--- src/rtl/random_lfsr_gen_pkg.sv ---
// Shared types and helpers for the multi-channel LFSR random source:
// FSM state encoding, Galois tap masks for widths 8..32 and per-channel seed derivation.
package random_lfsr_gen_pkg;

  typedef enum logic {
    IDLE = 1'b0,
    DRAW = 1'b1
  } state_e;

  localparam logic [31:0] SEED_MIX = 32'h0000_9E37;

  function automatic logic [31:0] width_mask(input int width);
    if (width >= 32) begin
      return 32'hFFFF_FFFF;
    end else begin
      return (32'd1 << width) - 32'd1;
    end
  endfunction

  // Right-shifting Galois feedback masks, maximal length for each width.
  function automatic logic [31:0] taps(input int width);
    case (width)
      8:       return 32'h0000_00B8;
      9:       return 32'h0000_0110;
      10:      return 32'h0000_0240;
      11:      return 32'h0000_0500;
      12:      return 32'h0000_0829;
      13:      return 32'h0000_100D;
      14:      return 32'h0000_2015;
      15:      return 32'h0000_6000;
      16:      return 32'h0000_B400;
      17:      return 32'h0001_2000;
      18:      return 32'h0002_0400;
      19:      return 32'h0004_0023;
      20:      return 32'h0009_0000;
      21:      return 32'h0014_0000;
      22:      return 32'h0030_0000;
      23:      return 32'h0042_0000;
      24:      return 32'h00E1_0000;
      25:      return 32'h0120_0000;
      26:      return 32'h0200_0023;
      27:      return 32'h0400_0013;
      28:      return 32'h0900_0000;
      29:      return 32'h1400_0000;
      30:      return 32'h2000_0029;
      31:      return 32'h4800_0000;
      32:      return 32'h8020_0003;
      default: return 32'h0000_00B8;
    endcase
  endfunction

  // Channel seed: base xor a per-channel multiple of the mix constant; never zero.
  function automatic logic [31:0] chseed(input logic [31:0] s, input int unsigned c, input int width);
    logic [31:0] r;
    r = (s ^ ((c + 32'd1) * SEED_MIX)) & width_mask(width);
    if (r == 32'd0) begin
      r = 32'd1;
    end else begin
      r = r;
    end
    return r;
  endfunction

endpackage

--- src/rtl/random_lfsr_gen_if.sv ---
// Request/result bundle between a consumer (master) and random_lfsr_gen (slave).
interface random_lfsr_gen_if #(
  parameter int WIDTH  = 16,
  parameter int NUM_CH = 2,
  parameter int OUT_W  = 4
);
  logic                    seed_load;
  logic [WIDTH-1:0]        seed_in;
  logic                    req;
  logic                    busy;
  logic                    valid;
  logic [NUM_CH*OUT_W-1:0] out;

  modport master (output seed_load, seed_in, req, input busy, valid, out);
  modport slave  (input seed_load, seed_in, req, output busy, valid, out);
endinterface

--- src/rtl/random_lfsr_gen_ch.sv ---
// One random channel: Galois LFSR with zero-state guard, rejection sampling into
// [0, RANGE-1] with a wrap-around fallback on the final try, and an accepted flag.
module random_lfsr_gen_ch
  import random_lfsr_gen_pkg::*;
#(
  parameter int          WIDTH = 16,
  parameter int          OUT_W = 4,
  parameter int          RANGE = 16,
  parameter int unsigned CH    = 0,
  parameter logic [31:0] SEED  = 32'h0000_ACE1
) (
  input  logic             clk,
  input  logic             reset,
  input  logic             seed_load,
  input  logic [WIDTH-1:0] seed_base,
  input  logic             clr_acc,
  input  logic             draw,
  input  logic             last,
  input  logic             free_step,
  output logic             acc_next,
  output logic [OUT_W-1:0] out_slot
);

  localparam logic [WIDTH-1:0] TAP_MASK = WIDTH'(taps(WIDTH));
  localparam logic [WIDTH-1:0] RST_SEED = WIDTH'(chseed(SEED, CH, WIDTH));
  localparam logic [OUT_W:0]   RANGE_X  = (OUT_W+1)'(RANGE);

  logic [WIDTH-1:0] lfsr_q, lfsr_d, nxt_s;
  logic             acc_q, acc_d;
  logic [OUT_W-1:0] out_q, out_d;
  logic [OUT_W:0]   cand_s;
  logic             take_s;

  // A zero state steps to 1, so the guard and the normal step share one path.
  always_comb begin
    if (lfsr_q == {WIDTH{1'b0}}) begin
      nxt_s = WIDTH'(1);
    end else begin
      nxt_s = {1'b0, lfsr_q[WIDTH-1:1]} ^ (lfsr_q[0] ? TAP_MASK : {WIDTH{1'b0}});
    end
    take_s = draw & ~acc_q;
    cand_s = {1'b0, nxt_s[OUT_W-1:0]};
    lfsr_d = lfsr_q;
    acc_d  = acc_q;
    out_d  = out_q;
    if (seed_load) begin
      lfsr_d = WIDTH'(chseed(32'(seed_base), CH, WIDTH));
    end else if (take_s || free_step || (lfsr_q == {WIDTH{1'b0}})) begin
      lfsr_d = nxt_s;
    end else begin
      lfsr_d = lfsr_q;
    end
    if (clr_acc) begin
      acc_d = 1'b0;
    end else if (take_s) begin
      if (cand_s < RANGE_X) begin
        out_d = cand_s[OUT_W-1:0];
        acc_d = 1'b1;
      end else if (last) begin
        out_d = cand_s[OUT_W-1:0] - RANGE_X[OUT_W-1:0];
        acc_d = 1'b1;
      end else begin
        acc_d = 1'b0;
      end
    end else begin
      acc_d = acc_q;
    end
  end

  // Channel state registers.
  always_ff @(posedge clk or posedge reset) begin
    if (reset) begin
      lfsr_q <= RST_SEED;
      acc_q  <= 1'b0;
      out_q  <= {OUT_W{1'b0}};
    end else begin
      lfsr_q <= lfsr_d;
      acc_q  <= acc_d;
      out_q  <= out_d;
    end
  end

  assign acc_next = acc_d;
  assign out_slot = out_q;

endmodule

--- src/rtl/random_lfsr_gen.sv ---
// Multi-channel rejection-sampled random source: IDLE/DRAW FSM, tries counter, busy/valid.
// Define RANDOM_FREE_RUN_EN to let every LFSR also step on each IDLE cycle.
module random_lfsr_gen
  import random_lfsr_gen_pkg::*;
#(
  parameter int          WIDTH     = 16,
  parameter int          NUM_CH    = 2,
  parameter int          OUT_W     = 4,
  parameter int          RANGE     = 16,
  parameter int          MAX_TRIES = 8,
  parameter logic [31:0] SEED      = 32'h0000_ACE1
) (
  input logic               clk,
  input logic               reset,
  random_lfsr_gen_if.slave  bus
);

  localparam int            TW       = (MAX_TRIES < 2) ? 1 : $clog2(MAX_TRIES);
  localparam logic [TW-1:0] LAST_TRY = TW'(MAX_TRIES - 1);

  state_e                  state_q, state_d;
  logic [TW-1:0]           tries_q, tries_d;
  logic                    busy_q, busy_d;
  logic                    valid_q, valid_d;
  logic [NUM_CH-1:0]       acc_next_s;
  logic [NUM_CH*OUT_W-1:0] out_s;
  logic                    idle_s, load_s, start_s, draw_s, last_s, free_s;
  logic [WIDTH-1:0]        seed_base_s;

  // Command decode; seed_load wins over req in the same cycle.
  always_comb begin
    idle_s  = (state_q == IDLE);
    draw_s  = (state_q == DRAW);
    load_s  = idle_s & bus.seed_load;
    start_s = idle_s & ~bus.seed_load & bus.req;
    last_s  = draw_s & (tries_q == LAST_TRY);
    if (bus.seed_in == {WIDTH{1'b0}}) begin
      seed_base_s = WIDTH'(SEED);
    end else begin
      seed_base_s = bus.seed_in;
    end
`ifdef RANDOM_FREE_RUN_EN
    free_s = idle_s;
`else
    free_s = 1'b0;
`endif
  end

  // FSM next state and registered outputs.
  always_comb begin
    state_d = state_q;
    tries_d = tries_q;
    busy_d  = busy_q;
    valid_d = 1'b0;
    case (state_q)
      IDLE: begin
        if (start_s) begin
          state_d = DRAW;
          tries_d = {TW{1'b0}};
          busy_d  = 1'b1;
        end else begin
          busy_d  = 1'b0;
        end
      end
      DRAW: begin
        tries_d = tries_q + TW'(1);
        if (&acc_next_s) begin
          state_d = IDLE;
          busy_d  = 1'b0;
          valid_d = 1'b1;
        end else begin
          busy_d  = 1'b1;
        end
      end
      default: begin
        state_d = IDLE;
        busy_d  = 1'b0;
      end
    endcase
  end

  // FSM state, counter and handshake registers.
  always_ff @(posedge clk or posedge reset) begin
    if (reset) begin
      state_q <= IDLE;
      tries_q <= {TW{1'b0}};
      busy_q  <= 1'b0;
      valid_q <= 1'b0;
    end else begin
      state_q <= state_d;
      tries_q <= tries_d;
      busy_q  <= busy_d;
      valid_q <= valid_d;
    end
  end

  for (genvar c = 0; c < NUM_CH; c++) begin : g_ch
    random_lfsr_gen_ch #(
      .WIDTH (WIDTH),
      .OUT_W (OUT_W),
      .RANGE (RANGE),
      .CH    (c),
      .SEED  (SEED)
    ) u_ch (
      .clk       (clk),
      .reset     (reset),
      .seed_load (load_s),
      .seed_base (seed_base_s),
      .clr_acc   (load_s | start_s),
      .draw      (draw_s),
      .last      (last_s),
      .free_step (free_s),
      .acc_next  (acc_next_s[c]),
      .out_slot  (out_s[c*OUT_W +: OUT_W])
    );
  end

  assign bus.busy  = busy_q;
  assign bus.valid = valid_q;
  assign bus.out   = out_s;

endmodule

--- src/flat_wrapper.sv ---
// flat-port wrapper written by rule: the top's interface ports become plain ports
module random_lfsr_gen_flat import random_lfsr_gen_pkg::*;
#(
  parameter int          WIDTH     = 16,
  parameter int          NUM_CH    = 2,
  parameter int          OUT_W     = 4,
  parameter int          RANGE     = 16,
  parameter int          MAX_TRIES = 8,
  parameter logic [31:0] SEED      = 32'h0000_ACE1
)
  (clk, reset, bus_seed_load, bus_seed_in, bus_req, bus_busy, bus_valid, bus_out);
  random_lfsr_gen_if #(.WIDTH(WIDTH), .NUM_CH(NUM_CH), .OUT_W(OUT_W)) bus_i ();
  input logic clk;
  input logic reset;
  input wire logic [$bits(bus_i.seed_load)-1:0] bus_seed_load;
  input wire logic [$bits(bus_i.seed_in)-1:0] bus_seed_in;
  input wire logic [$bits(bus_i.req)-1:0] bus_req;
  output wire logic [$bits(bus_i.busy)-1:0] bus_busy;
  output wire logic [$bits(bus_i.valid)-1:0] bus_valid;
  output wire logic [$bits(bus_i.out)-1:0] bus_out;
  assign bus_i.seed_load = bus_seed_load;
  assign bus_i.seed_in = bus_seed_in;
  assign bus_i.req = bus_req;
  assign bus_busy = bus_i.busy;
  assign bus_valid = bus_i.valid;
  assign bus_out = bus_i.out;
  random_lfsr_gen #(.WIDTH(WIDTH), .NUM_CH(NUM_CH), .OUT_W(OUT_W), .RANGE(RANGE), .MAX_TRIES(MAX_TRIES), .SEED(SEED)) u_core (.clk(clk), .reset(reset), .bus(bus_i));
endmodule
--- config.mk ---
export PLATFORM = sky130hd
export DESIGN_NAME = random_lfsr_gen_flat
export DESIGN_NICKNAME = d
export VERILOG_FILES = /design/src/rtl/random_lfsr_gen_pkg.sv /design/src/rtl/random_lfsr_gen_if.sv /design/src/rtl/random_lfsr_gen_ch.sv /design/src/rtl/random_lfsr_gen.sv /design/src/flat_wrapper.sv
export SDC_FILE = /design/constraint.sdc
export NUM_CORES = 1
export LEC_CHECK = 0
export CAP_MARGIN = 20
export CORE_UTILIZATION = 55
export DETAILED_ROUTE_END_ITERATION = 10
export GPL_TIMING_DRIVEN = 0
export PLACE_DENSITY = 0.86
export RECOVER_POWER = 100
export SLEW_MARGIN = 20
export SYNTH_ARGS = -nofsm -noshare
export SYNTH_HDL_FRONTEND = slang
export SYNTH_HIERARCHICAL = 1
export SYNTH_SLANG_ARGS = --single-unit
--- constraint.sdc ---
create_clock -name clk -period 2.5 [get_ports clk]
set_input_delay 0.5 -clock clk [delete_from_list [all_inputs] [get_ports clk]]
set_output_delay 0.5 -clock clk [all_outputs]
set_load 0.05 [all_outputs]
==> flow_metrics.py <==
metrics = {
    "sta": {
        "final.period_utilization_pct": 112,
        "tightest_slew_ns": 0.790,
        "final_hold_viol_count": 0,
        "hold_slack_ns": 0.507,
        "finalCriticalPeriod_ns": 2.80,
        "final-setup-viol-count": 12,
        "maxSlewViolCount": 0,
        "slew-limit-headroom_pct": 47.3,
        "fin_worst_skew_ns": 0.00838,
        "max_freq_ghz": 0.357,
        "rsz0062_at_grt": "true",
        "worst_slack_ns": -0.301,
    },
    "floorplan": {
        "die_y_um": 70.8,
        "io_pins": 30,
        "start_util_pct": 58.5,
        "rows": 24,
        "core-area_um2": 4440,
        "die_x_um": 70.8,
        "die_area_um2": 5010,
    },
    "pwr": {
        "p_int_uw": 2310,
        "p_sw_uw": 1510,
        "power.leakage_uw": 0.00148,
        "powerDensity_nw_per_um2": 1180,
        "p_seq_share_pct": 38.7,
        "p_comb_share_pct": 50.2,
        "max-vdd-ir-drop_mv": 1.03,
        "p_clk_share_pct": 11.1,
        "swShare_pct": 39.5,
    },
    "route": {
        "via_per_inst": 5.93,
        "drtIter0Drc": 123,
        "drt_wl_total_um": 5960,
        "ant_nets": 0,
        "drc": 8,
        "wl_per_cell_um": 17.9,
        "num_vias": 1974,
        "firstDrtPassIters": 7,
    },
    "clocking": {
        "numCtsBuffers": 5,
        "clock-sinks": 44,
        "clk_path_buf_depth": 2,
        "clkTransAtPathRegs_ns": 0.07,
        "root_buffer": "clkbuf_8",
        "htree_levels": 2,
        "cts_tree": "yes",
        "clock_latency_ns": 0.30,
    },
    "global_route": {
        "grt_pass1_vias": 2025,
        "grt_util_all_layers_pct": 25.5,
        "grt_max_degree": 22,
        "grt_overflow_total": 0,
        "grt_pass1_wl_um": 9830,
        "antenna_found_initial": 0,
    },
    "critical_path": {
        "cpMostUsedCell": "o41ai_4",
        "cp_data_arrival_time_ns": 2.98,
        "rrSetupSlack_ns": 0.45,
        "crit_path_end": "u_core/g_ch[0].u_ch/lfsr_q[10]",
        "startpoint_type": "input port",
        "critical_path_class": "in2reg",
        "path_max_fanout": 7,
        "startpoint": "bus_seed_in[7]",
        "critPathBufInv": 3,
        "end_kind": "register",
        "critical_path.max_stage_delay_ns": 0.54,
        "path_depth": 9,
        "crit-reg2reg-launch": "u_core/bus.busy",
        "path_cells": "buf_6 -> or4_4 -> buf_12 -> o41ai_4 -> nand4b_1 -> o41ai_4 -> buf_4 -> o22ai_2 -> mux2_4",
        "r2r-end": "u_core/g_ch[0].u_ch/lfsr_q[8]",
        "worst-endpoint-required_ns": 2.68,
        "reg2regPathDepth": 6,
        "cp_slowest_cell": "or4_4",
        "critPathTopFamily": "compound AO/OA/AOI/OAI gates",
    },
    "placement": {
        "placed_area_um2": 3020,
        "globalplace.congestion": 0.823,
        "placedCellCount": 315,
        "dp.final_hpwl_um": 4050,
        "place_ws_ns": -1.02,
        "io_buffers": 29,
    },
    "finish": {
        "final_common_cell": "dfrtp_1",
        "mostFrequentLayoutCells": "29 x dfrtp_1, 27 x mux2i_1, 22 x inv_1",
        "seqCellArea_um2": 1120,
        "layout-drive-gt1-share_pct": 34.5,
        "syn2layout_area_growth_pct": 24.3,
        "multiInputGateArea_um2": 1380,
        "fill_cells": 321,
        "fin_area_um2": 3230,
        "num-nets-final": 300,
        "final_cell_count_no_fill": 333,
        "diodes": 0,
    },
    "flow_run": {
        "max-cap-violations": 0,
    },
    "yosys": {
        "yosys_warnings": 6,
        "syn_area_per_cell_um2": 11.2,
        "netlist_instances": 232,
        "syn_area_um2": 2600,
    },
    "min_path": {
        "hold_class": "reg2reg",
    },
    "status": {
        "failed_checks": "design-rule violations, negative setup slack",
        "status": "complete, but fails checks",
    },
}
[flip-flops by register name, summed over array words and instances, names as in the netlist]
register                   flops
u_core/g_ch.u_ch/out_slot      8
u_core/bus.valid               1
u_core/g_ch.u_ch/lfsr_q       32
u_core/bus.busy                1
u_core/g_ch.u_ch/acc_q         2
[stage by stage]
stage	power (µW)	TNS [ns]	util, %
floorplan	2870	-2.19	-
global placement	3270	-10.75	68.0
detailed placement	3330	-11.42	68.0
CTS	3820	-2.43	72.0
global route	4050	-3.41	72.8
finish	3810	-2.96	72.8
[how the worst min path moves through the flow]
stage / from / to / slack [ns] / cells past startpoint
2_1_floorplan: reset / u_core/bus.busy / 0.24 / 1
3_3_place_gp: u_core/g_ch[0].u_ch/lfsr_q[6] / u_core/g_ch[0].u_ch/lfsr_q[6] / 0.49 / 2
3_5_place_dp: u_core/g_ch[0].u_ch/lfsr_q[6] / u_core/g_ch[0].u_ch/lfsr_q[6] / 0.49 / 2
4_1_cts: reset / u_core/bus.valid / 0.40 / 2
5_1_grt: u_core/g_ch[1].u_ch/out_slot[3] / u_core/g_ch[1].u_ch/out_slot[3] / 0.53 / 1
6_report: u_core/g_ch[1].u_ch/out_slot[1] / u_core/g_ch[1].u_ch/out_slot[1] / 0.51 / 1
[what timing repair did]
action                     4_1_cts  5_1_grt
hold buffers                     0        0
gates resized for setup         65       12
buffers inserted                 6        3
cloned                           1        0
setup endpoints to repair       12       12
pin swaps                       13       10
[worst reg2reg max path: cells and delay by family, from the launching register on]
kind                   cells  cell delay, ns
DFF                        1            0.45
and+or+nand+nor            2            0.63
buffers and inverters      3            0.55
muxes                      1            0.32
[per-layer routing]
| metal | track usage, % | share of wire [%] |
|---|---|---|
| met1 | 34.1 | 45 |
| met2 | 41.6 | 47 |
| met3 | 4.27 | 5.4 |
| met4 | 10.0 | 2.4 |
| met5 | 0 | 0 |
[cell type report]
class	count	area share, %
Multi-Input combinational cell	144	42.6
Sequential cell	44	34.6
Timing Repair Buffer	39	9.98
Buffer	24	5.69
Inverter	22	2.55
Clock buffer	7	2.36
Tap cell	52	2.01
Clock inverter	1	0.155
[power by group through the flow]
stage / Combinational [µW] / Clock (µW) / Sequential [µW]
final: 1910 / 424 / 1470
after global routing: 2060 / 461 / 1520
after CTS: 1910 / 437 / 1470
after detailed placement: 1850 / 0 / 1480
after global placement: 1810 / 0 / 1470
after floorplan: 1200 / 0 / 1670
No activity file was read; power rests on OpenSTA's default activity.
